==> src/rtl/tick_gen_pkg.sv <==
// Shared constants and types for the multi-channel tick generator.
// Mode encodings, one-shot state enum and default sizing.
package tick_gen_pkg;

  localparam logic MODE_PERIODIC = 1'b0;
  localparam logic MODE_ONESHOT  = 1'b1;

  localparam int CNT_W_DEF       = 27;
  localparam int DEFAULT_DIV_DEF = 3000000;

  typedef enum logic {
    ST_IDLE = 1'b0,
    ST_RUN  = 1'b1
  } os_state_e;

endpackage

==> src/rtl/tick_gen_multi_channel.sv <==
// One tick channel: divisor register, counter, one-shot FSM and registered
// tick / toggle / busy outputs. Priority: rst > load > mode change > start > count.
module tick_channel
  import tick_gen_pkg::*;
#(
  parameter int CNT_W       = CNT_W_DEF,
  parameter int DEFAULT_DIV = DEFAULT_DIV_DEF
) (
  input  logic             clk_i,
  input  logic             rst_i,
  input  logic             en_i,
  input  logic             ch_en_i,
  input  logic             mode_i,
  input  logic [CNT_W-1:0] div_i,
  input  logic             load_i,
  input  logic             start_i,
  output logic             tick_o,
  output logic             toggle_o,
  output logic             busy_o,
  output logic             state_o
);

  localparam logic [CNT_W-1:0] DEF_DIV = CNT_W'(DEFAULT_DIV);

  os_state_e        state_q, state_d;
  logic [CNT_W-1:0] div_q, div_d;
  logic [CNT_W-1:0] cnt_q, cnt_d;
  logic             tick_q, tick_d;
  logic             toggle_q, toggle_d;
  logic             busy_q, busy_d;
  logic             mode_q;

  logic [CNT_W-1:0] eff;
  logic             terminal;
  logic             active;

  // Divisors 0 and 1 both mean "tick on every active edge".
  assign eff      = (div_q < CNT_W'(2)) ? CNT_W'(1) : div_q;
  assign terminal = (cnt_q == eff - CNT_W'(1));
  assign active   = en_i & ch_en_i & ((mode_i == MODE_PERIODIC) | (state_q == ST_RUN));

  always_comb begin
    state_d  = state_q;
    div_d    = div_q;
    cnt_d    = cnt_q;
    tick_d   = 1'b0;
    toggle_d = toggle_q;
    if (load_i) begin
      div_d = div_i;
      cnt_d = '0;
      if (mode_i == MODE_PERIODIC) state_d = ST_IDLE;
    end else if (mode_i != mode_q) begin
      cnt_d   = '0;
      state_d = ST_IDLE;
    end else if (start_i && (mode_i == MODE_ONESHOT)) begin
      // Arming ignores the enables; a restart on the terminal edge wins over the tick.
      cnt_d   = '0;
      state_d = ST_RUN;
    end else if (active) begin
      if (terminal) begin
        cnt_d    = '0;
        tick_d   = 1'b1;
        toggle_d = ~toggle_q;
        if (mode_i == MODE_ONESHOT) state_d = ST_IDLE;
      end else begin
        cnt_d = cnt_q + CNT_W'(1);
      end
    end
    busy_d = (mode_i == MODE_PERIODIC) ? (en_i & ch_en_i) : (state_d == ST_RUN);
  end

  always_ff @(posedge clk_i) begin
    if (rst_i) begin
      state_q  <= ST_IDLE;
      div_q    <= DEF_DIV;
      cnt_q    <= '0;
      tick_q   <= 1'b0;
      toggle_q <= 1'b0;
      busy_q   <= 1'b0;
      mode_q   <= mode_i;
    end else begin
      state_q  <= state_d;
      div_q    <= div_d;
      cnt_q    <= cnt_d;
      tick_q   <= tick_d;
      toggle_q <= toggle_d;
      busy_q   <= busy_d;
      mode_q   <= mode_i;
    end
  end

  assign tick_o   = tick_q;
  assign toggle_o = toggle_q;
  assign busy_o   = busy_q;
  assign state_o  = (state_q == ST_RUN);

endmodule

==> src/rtl/tick_gen_multi.sv <==
// NUM_CH independent tick channels sharing one clock, global enable and divisor bus.
// run_dbg exposes each channel's one-shot FSM state (1 = RUN).
module tick_gen_multi
  import tick_gen_pkg::*;
#(
  parameter int NUM_CH      = 4,
  parameter int CNT_W       = CNT_W_DEF,
  parameter int DEFAULT_DIV = DEFAULT_DIV_DEF
) (
  input  logic              clk,
  input  logic              rst,
  input  logic              en,
  input  logic [NUM_CH-1:0] ch_en,
  input  logic [NUM_CH-1:0] mode,
  input  logic [CNT_W-1:0]  div_in,
  input  logic [NUM_CH-1:0] div_load,
  input  logic [NUM_CH-1:0] start,
  output logic [NUM_CH-1:0] tick,
  output logic [NUM_CH-1:0] toggle,
  output logic [NUM_CH-1:0] busy,
  output logic [NUM_CH-1:0] run_dbg
);

  for (genvar i = 0; i < NUM_CH; i++) begin : g_ch
    tick_channel #(
      .CNT_W       (CNT_W),
      .DEFAULT_DIV (DEFAULT_DIV)
    ) u_ch (
      .clk_i    (clk),
      .rst_i    (rst),
      .en_i     (en),
      .ch_en_i  (ch_en[i]),
      .mode_i   (mode[i]),
      .div_i    (div_in),
      .load_i   (div_load[i]),
      .start_i  (start[i]),
      .tick_o   (tick[i]),
      .toggle_o (toggle[i]),
      .busy_o   (busy[i]),
      .state_o  (run_dbg[i])
    );
  end

endmodule

==> config.mk <==
export PLATFORM = sky130hd
export DESIGN_NAME = tick_gen_multi
export DESIGN_NICKNAME = d
export VERILOG_FILES = /design/src/rtl/tick_gen_pkg.sv /design/src/rtl/tick_gen_multi_channel.sv /design/src/rtl/tick_gen_multi.sv
export SDC_FILE = /design/constraint.sdc
export NUM_CORES = 1
export LEC_CHECK = 0
export ABC_CLOCK_PERIOD_IN_PS = 6500
export BUFFER_PORTS_ARGS = -buffer_cell sky130_fd_sc_hd__buf_2
export CAP_MARGIN = 20
export CORE_UTILIZATION = 54
export CTS_CLUSTER_DIAMETER = 40
export DETAILED_ROUTE_END_ITERATION = 8
export GPL_ROUTABILITY_DRIVEN = 0
export MAX_ROUTING_LAYER = met4
export PLACE_DENSITY_LB_ADDON = 0.3
export SYNTH_ARGS = -nofsm -noshare
export SYNTH_HDL_FRONTEND = slang
export SYNTH_SLANG_ARGS = --single-unit
==> constraint.sdc <==
create_clock -name clk -period 6.5 [get_ports clk]
set_input_delay 0 -clock clk [delete_from_list [all_inputs] [get_ports clk]]
set_output_delay 0 -clock clk [all_outputs]
set_load 0.005 [all_outputs]
==> results of run 1 <==
-- cell usage in the layout, fill, tap and decap left out, drive strengths merged, types with 44 or more instances in the layout --
cell and instances:
nand3 65, and3 44, nor2 266, nor3 48
nand2 143, dfxtp 236, mux2i 123, buf 64
xor2 125, xnor2 100
-- flip-flops by register name, indices dropped and copies added (netlist names) --
register,flops
g_ch.u_ch.cnt_q,108
g_ch.u_ch.busy_o,4
g_ch.u_ch.state_o,4
g_ch.u_ch.toggle_o,4
g_ch.u_ch.div_q,108
g_ch.u_ch.tick_o,4
g_ch.u_ch.mode_q,4
-- critical path, cell delays in order, from the launching register on --
cell and delay [ps]:
dfxtp_1 450, or3_1 370, or4_1 380, nor3_1 130, a21oi_1 230, ha_1 280, or3b_2 490, nor3_1 580
nand4_1 200, xnor2_1 170, a2111oi_2 330, nand4_1 190, or3_1 540, o21bai_4 560, nor2_1 120
-- where the power goes --
| part | switching (W) | internal [W] | total [W] | leakage, nW |
|---|---|---|---|---|
| logic | 0.000203 | 0.000158 | 0.000361 | 3.39 |
| clock network | 0.000699 | 0.00126 | 0.00196 | 0.598 |
| registers | 0.0000718 | 0.00149 | 0.00156 | 1.93 |
| total | 0.000974 | 0.00292 | 0.00389 | 5.91 |
-- what timing repair did --
| action | in CTS | in global routing |
|---|---|---|
| hold buffers | 42 | 0 |
| endpoints found under the hold margin | 129 | 0 |
| resized for setup | 0 | 0 |
-- worst paths after layout --
| kind | startpoint | to | cells past startpoint |
|---|---|---|---|
| worst max register to register | g_ch[2].u_ch.div_q[12] | g_ch[2].u_ch.cnt_q[24] | 14 |
| worst min-delay path | start[3] | g_ch[3].u_ch.tick_o | 5 |
| worst min register to register | g_ch[1].u_ch.toggle_o | g_ch[1].u_ch.toggle_o | 2 |
| worst max-delay path | g_ch[2].u_ch.div_q[12] | g_ch[2].u_ch.cnt_q[24] | 14 |
-- layer usage --
layer	wire [um]	part of all wire, %	vias up	GRT usage (%)
li1	-	-	5935	-
met1	15580	44	5679	36.61
met2	15880	45	432	43.53
met3	2344	6.6	112	3.929
met4	1636	4.6	0	12.56
met5	0	0	-	-
-- cell families (layout without fill, tap and decap cells) --
group           Yosys count  after routing  share of synthesized area, %
fa+ha+maj                 8              8                        0.7321
buf+inv                 109            185                         3.587
compound gates          177            177                         9.041
xor+xnor                225            225                         14.41
mux                     126            126                         9.251
simple gates            777            777                         28.42
flops                   236            236                         34.55
-- layout make-up --
type / instances / area [um^2]
well taps: 324 / 405.4
inverters: 18 / 67.56
multi-input cells: 1313 / 8458
repair buffers: 106 / 748.2
clock buffers: 41 / 960.9
clock inverters: 20 / 264.0
flip-flops and latches: 236 / 4725
fillers: 2087 / 8976
-- metrics by stage --
stage | utilization, % | cells
2_1_floorplan | - | 1658
5_1_grt | 63.52 | 2058
3_5_place_dp | 56.83 | 1955
4_1_cts | 63.52 | 2058
3_3_place_gp | 56.83 | 1955
6_report | 63.52 | 2058
==> impl_metrics.env, run 1 <==
export IMPL_p_leak_nw=5.913
export IMPL_dp_hpwl_mm=24.76
export IMPL_grt_pass1_vias=11266
export IMPL_rsz0062_at_grt="false"
export IMPL_cts_buffers=35
export IMPL_die_h_um=161.1
export IMPL_fin_crit_ps=5175
export IMPL_fmax_mhz=193.2
export IMPL_vias_per_cell=5.908
export IMPL_antenna_left=0
export IMPL_required_ps=6870
export IMPL_core_area_um2=24600
export IMPL_setup_viol=0
export IMPL_rows=57
export IMPL_end_kind="register"
export IMPL_syn_nets=1712
export IMPL_grt_max_degree=62
export IMPL_maxCapViolCount=0
export IMPL_crit_fanout=26
export IMPL_first_pass_iters=5
export IMPL_finalWorstSetupSlack_ps=1325
export IMPL_synth_top_cell_by_area="dfxtp_1"
export IMPL_rrSetupSlack_ps=1320
export IMPL_yosys_warnings=0
export IMPL_clk_path_buf_depth=3
export IMPL_drc=0
export IMPL_holdWs_ps=54.21
export IMPL_netlist_top_cells_count="nor2_1, dfxtp_1, nand2_1"
export IMPL_cts_tree="done"
export IMPL_pin_count=62
export IMPL_drive_above_1_share_pct=8.593
export IMPL_worstSetupPathType="reg -> reg"
export IMPL_drtIter0Drc=896
export IMPL_finalPower_w=0.003889
export IMPL_grt_overflow=0
export IMPL_ys_ff_latch=236
export IMPL_grt_usage_pct=28.17
export IMPL_slew_headroom_pct=35.45
export IMPL_area_growth_pct=14.30
export IMPL_fin_area_um2=15630
export IMPL_synth_cells=1658
export IMPL_ys_types=75
export IMPL_routed_wl_mm=35.44
export IMPL_postCtsSetupBuffers=0
export IMPL_start_util_pct=55.57
export IMPL_die_w_um=161.1
export IMPL_ir_drop_mv=0.1912
export IMPL_grt_pass1_wl_mm=57.51
export IMPL_start_kind="register"
export IMPL_dpl_cell_area_um2=13980
export IMPL_cts_root_buf="clkbuf_16"
export IMPL_cts_sinks=236
export IMPL_hold_class="in -> reg"
export IMPL_antenna_found_initial=0
export IMPL_vias=12158
export IMPL_syn_area_um2=13670
export IMPL_htree_levels=2
export IMPL_finalHoldViolCount=0
export IMPL_clock_skew_ps=12.87
export IMPL_yosysMostFrequentCell="nor2_1"
export IMPL_io_buffer_count=61
export IMPL_synth_area_leaders="dfxtp_1, mux2i_1, xor2_1, nor2_1, xnor2_1"
export IMPL_synth_main_ff_cell="dfxtp_1"
export IMPL_worstSkewPairLatency_ps=510
export IMPL_powerDensity_nw_per_um2=248.9
export IMPL_tightestPinTransition_ps=960.9
export IMPL_setup_tns_ps=0
export IMPL_die_area_um2=25960
export IMPL_post_place_ws_ps=1484
export IMPL_finalNetCount=1764
export IMPL_ys_seq_area_share_pct=34.55
export IMPL_syn_avg_cell_area_um2=8.247
export IMPL_synth_async_sr_flop_share_pct=0
export IMPL_worstPathArrival_ps=5550
export IMPL_status="complete, no violations"
export IMPL_clk_pin_slew_ps=60
export IMPL_post_route_period_util_pct=79.62
export IMPL_drt_wirelength_per_cell_um=17.22
export IMPL_synth_edff_count=0
export IMPL_synth_top_area_share_pct=34.55
export IMPL_drv_slew=0
export IMPL_diodes=0
Note: power is estimated with default switching activity, not from simulation.
==> run 2: changes to the inputs <==
ABC_AREA = 1   (was not set)
ABC_CLOCK_PERIOD_IN_PS = 5000   (was 6500)
clock period = 5 ns   (was 6.5 ns; I/O delays follow)
==> impl_metrics.env, run 2 <==
export IMPL_status="complete, no violations"
export IMPL_slew_headroom_pct=41.07
export IMPL_post_route_period_util_pct=86.48
export IMPL_rows=60
export IMPL_grt_usage_pct=29.29
export IMPL_finalPower_w=0.005161
export IMPL_synth_top_family_by_area="simple AND/OR/NAND/NOR gates"
export IMPL_synth_main_ff_cell="dfxtp_1"
export IMPL_grt_max_degree=83
export IMPL_ys_types=59
export IMPL_powerDensity_nw_per_um2=305.7
export IMPL_critPathSlowestCell="nor2_1"
export IMPL_synth_top_area_share_pct=31.94
export IMPL_synth_edff_count=0
export IMPL_antenna_left=0
export IMPL_htree_levels=2
export IMPL_cts_tree="done"
export IMPL_reg2reg_depth=24
export IMPL_crit_top_cell="nor2_1"
export IMPL_finalHoldViolCount=0
export IMPL_end_kind="register"
export IMPL_synth_xor_area_share_pct=10.07
export IMPL_grt_pass1_vias=13717
export IMPL_routed_wl_mm=40.02
export IMPL_core_area_um2=26880
export IMPL_path_cells="nor2_1 > nand2_1 > nor2_1 > nand2_1 > nor2_1 > nor2_1 > ha_1 > nand3_1 > inv_1 > nand2_1 > nor2_1 > nand3_1 > nor2_1 > xnor2_1 > nand4_1 > nor2_1 > nand2_1 > nor2_1 > nand4_1 > nand2_1 > nand2_1 > nand2_1 > a21oi_1 > dlygate4sd3_1"
export IMPL_syn_avg_cell_area_um2=6.504
export IMPL_first_pass_iters=6
export IMPL_drive_above_1_share_pct=9.064
export IMPL_worstPathArrival_ps=4720
export IMPL_cts_resized=0
export IMPL_cts_sinks=236
export IMPL_netlist_top_cells_count="nand2_1, nor2_1, inv_1"
export IMPL_grt_overflow=0
export IMPL_synth_async_sr_flop_share_pct=0
export IMPL_vias=14684
export IMPL_yosysMostFrequentCell="nand2_1"
export IMPL_cts_buffers=37
export IMPL_clock_skew_ps=16.65
export IMPL_setup_tns_ps=0
export IMPL_top_regs="g_ch.u_ch.cnt_q (108), g_ch.u_ch.div_q (108)"
export IMPL_pin_count=62
export IMPL_grt_pass1_wl_mm=65.34
export IMPL_drtIter0Drc=1011
export IMPL_drc=0
export IMPL_maxCapViolCount=0
export IMPL_regArea_um2=4725
export IMPL_slowest_delay_ps=660
export IMPL_synth_fa_ha_area_share_pct=0.6768
export IMPL_synth_compound_area_share_pct=8.806
export IMPL_finalNetCount=2409
export IMPL_synthMuxAreaShare_pct=0
export IMPL_n_fill_cell=2521
export IMPL_final_common_cell="nand2_1"
export IMPL_required_ps=5390
export IMPL_io_buffer_count=61
export IMPL_cp_num_cells=24
export IMPL_fin_crit_ps=4324
export IMPL_syn_area_um2=14790
export IMPL_ys_seq_area_share_pct=31.94
export IMPL_start_kind="register"
export IMPL_die_area_um2=28060
export IMPL_final_cell_mix="nand2_1, nor2_1, inv_1"
export IMPL_area_growth_pct=14.15
export IMPL_tightestPinTransition_ps=883.0
export IMPL_drv_slew=0
export IMPL_yosys_warnings=0
export IMPL_crit_family="simple AND/OR/NAND/NOR gates"
export IMPL_ys_ff_latch=236
export IMPL_setup_viol=0
export IMPL_fmax_mhz=231.3
export IMPL_rsz0062_at_grt="false"
export IMPL_synth_cells=2274
export IMPL_ir_drop_mv=0.3216
export IMPL_drt_wirelength_per_cell_um=14.69
export IMPL_clk_path_buf_depth=3
export IMPL_hold_class="in -> reg"
export IMPL_crit_buf_inv=2
export IMPL_multi_input_area_um2=8506
export IMPL_antenna_found_initial=0
export IMPL_syn_nets=2328
export IMPL_clk_pin_slew_ps=50
export IMPL_die_w_um=167.5
export IMPL_p_leak_nw=7.555
export IMPL_diodes=0
export IMPL_worstSetupPathType="reg -> reg"
export IMPL_worstSkewPairLatency_ps=520
export IMPL_synth_area_leaders="dfxtp_1, nand2_1, nor2_1, inv_1, xor2_1"
export IMPL_synth_simple_gate_area_share_pct=37.96
export IMPL_start_util_pct=55.03
export IMPL_synth_top_cell_by_area="dfxtp_1"
export IMPL_die_h_um=167.5
export IMPL_vias_per_cell=5.391
export IMPL_whs_path_depth=5
export IMPL_dp_hpwl_mm=29.84
export IMPL_crit_fanout=12
export IMPL_cts_root_buf="clkbuf_16"
[run 2: stage by stage]
| step | cells | instance area [um^2] | worst slack [ps] | hold WS, ps | utilization [%] |
|---|---|---|---|---|---|
| final | 2724 | 16880 | 675.9 | 33.35 | 62.82 |
| after global routing | 2724 | 16880 | 256.3 | 36.76 | 62.82 |
| after detailed placement | 2609 | 15150 | 978.9 | 170.0 | 56.36 |
| after global placement | 2609 | 15150 | 1137 | 162.7 | 56.36 |
| after floorplan | 2274 | 14790 | 1976 | 27.72 | - |
| after CTS | 2723 | 16860 | 762.4 | 18.51 | 62.75 |
[run 2: kinds of logic (layout without fill, tap and decap cells)]
logic type | count (synthesis) | count (layout)
and+or+nand+nor | 1238 | 1238
buffers and inverters | 381 | 490
AOI/OAI and AO/OA | 241 | 241
DFF | 236 | 236
xor gates and xnor gates | 170 | 170
adders and majority gates | 8 | 8
[run 2: where the power goes]
group	switching, W	leakage (nW)	internal (W)
Combinational	0.000360	5.02	0.000200
Sequential	0.0000700	1.93	0.00195
Clock	0.000940	0.597	0.00164
[run 2: worst register-to-register path, delay by kind of cell, from the launching register on]
| family | cells | cell delay [ps] |
|---|---|---|
| compound gates | 1 | 60 |
| simple gates | 19 | 2650 |
| fa+ha+maj | 1 | 310 |
| flops | 1 | 380 |
| xor+xnor | 1 | 180 |
| buf+inv | 2 | 640 |
[run 2: layout make-up]
cell class	count	share of cell area, %
multi-input combinational	1657	50.38
sequential	236	27.98
inverter	312	6.936
clock buffer	47	5.943
timing repair buffer	111	4.802
tap	341	2.527
clock inverter	20	1.430
[run 2: path summary, 6_finish.rpt]
check	from	endpoint	slack [ps]
max	g_ch[0].u_ch.div_q[18]	g_ch[0].u_ch.state_o	680
min	en	g_ch[0].u_ch.busy_o	30
max reg2reg	g_ch[0].u_ch.div_q[18]	g_ch[0].u_ch.state_o	680
min reg2reg	g_ch[2].u_ch.toggle_o	g_ch[2].u_ch.toggle_o	480
[run 2: layer usage]
metal	track usage [%]	up-vias	wire length [um]
li1	-	7409	-
met1	36.18	6720	17480
met2	49.11	464	18830
met3	4.325	91	2681
met4	9.174	0	1029
met5	-	-	0
[run 2: repair_timing]
| action | in CTS | in global routing |
|---|---|---|
| hold buffers | 47 | 0 |
| hold endpoints to repair | 137 | 0 |
| setup buffers | 0 | 0 |
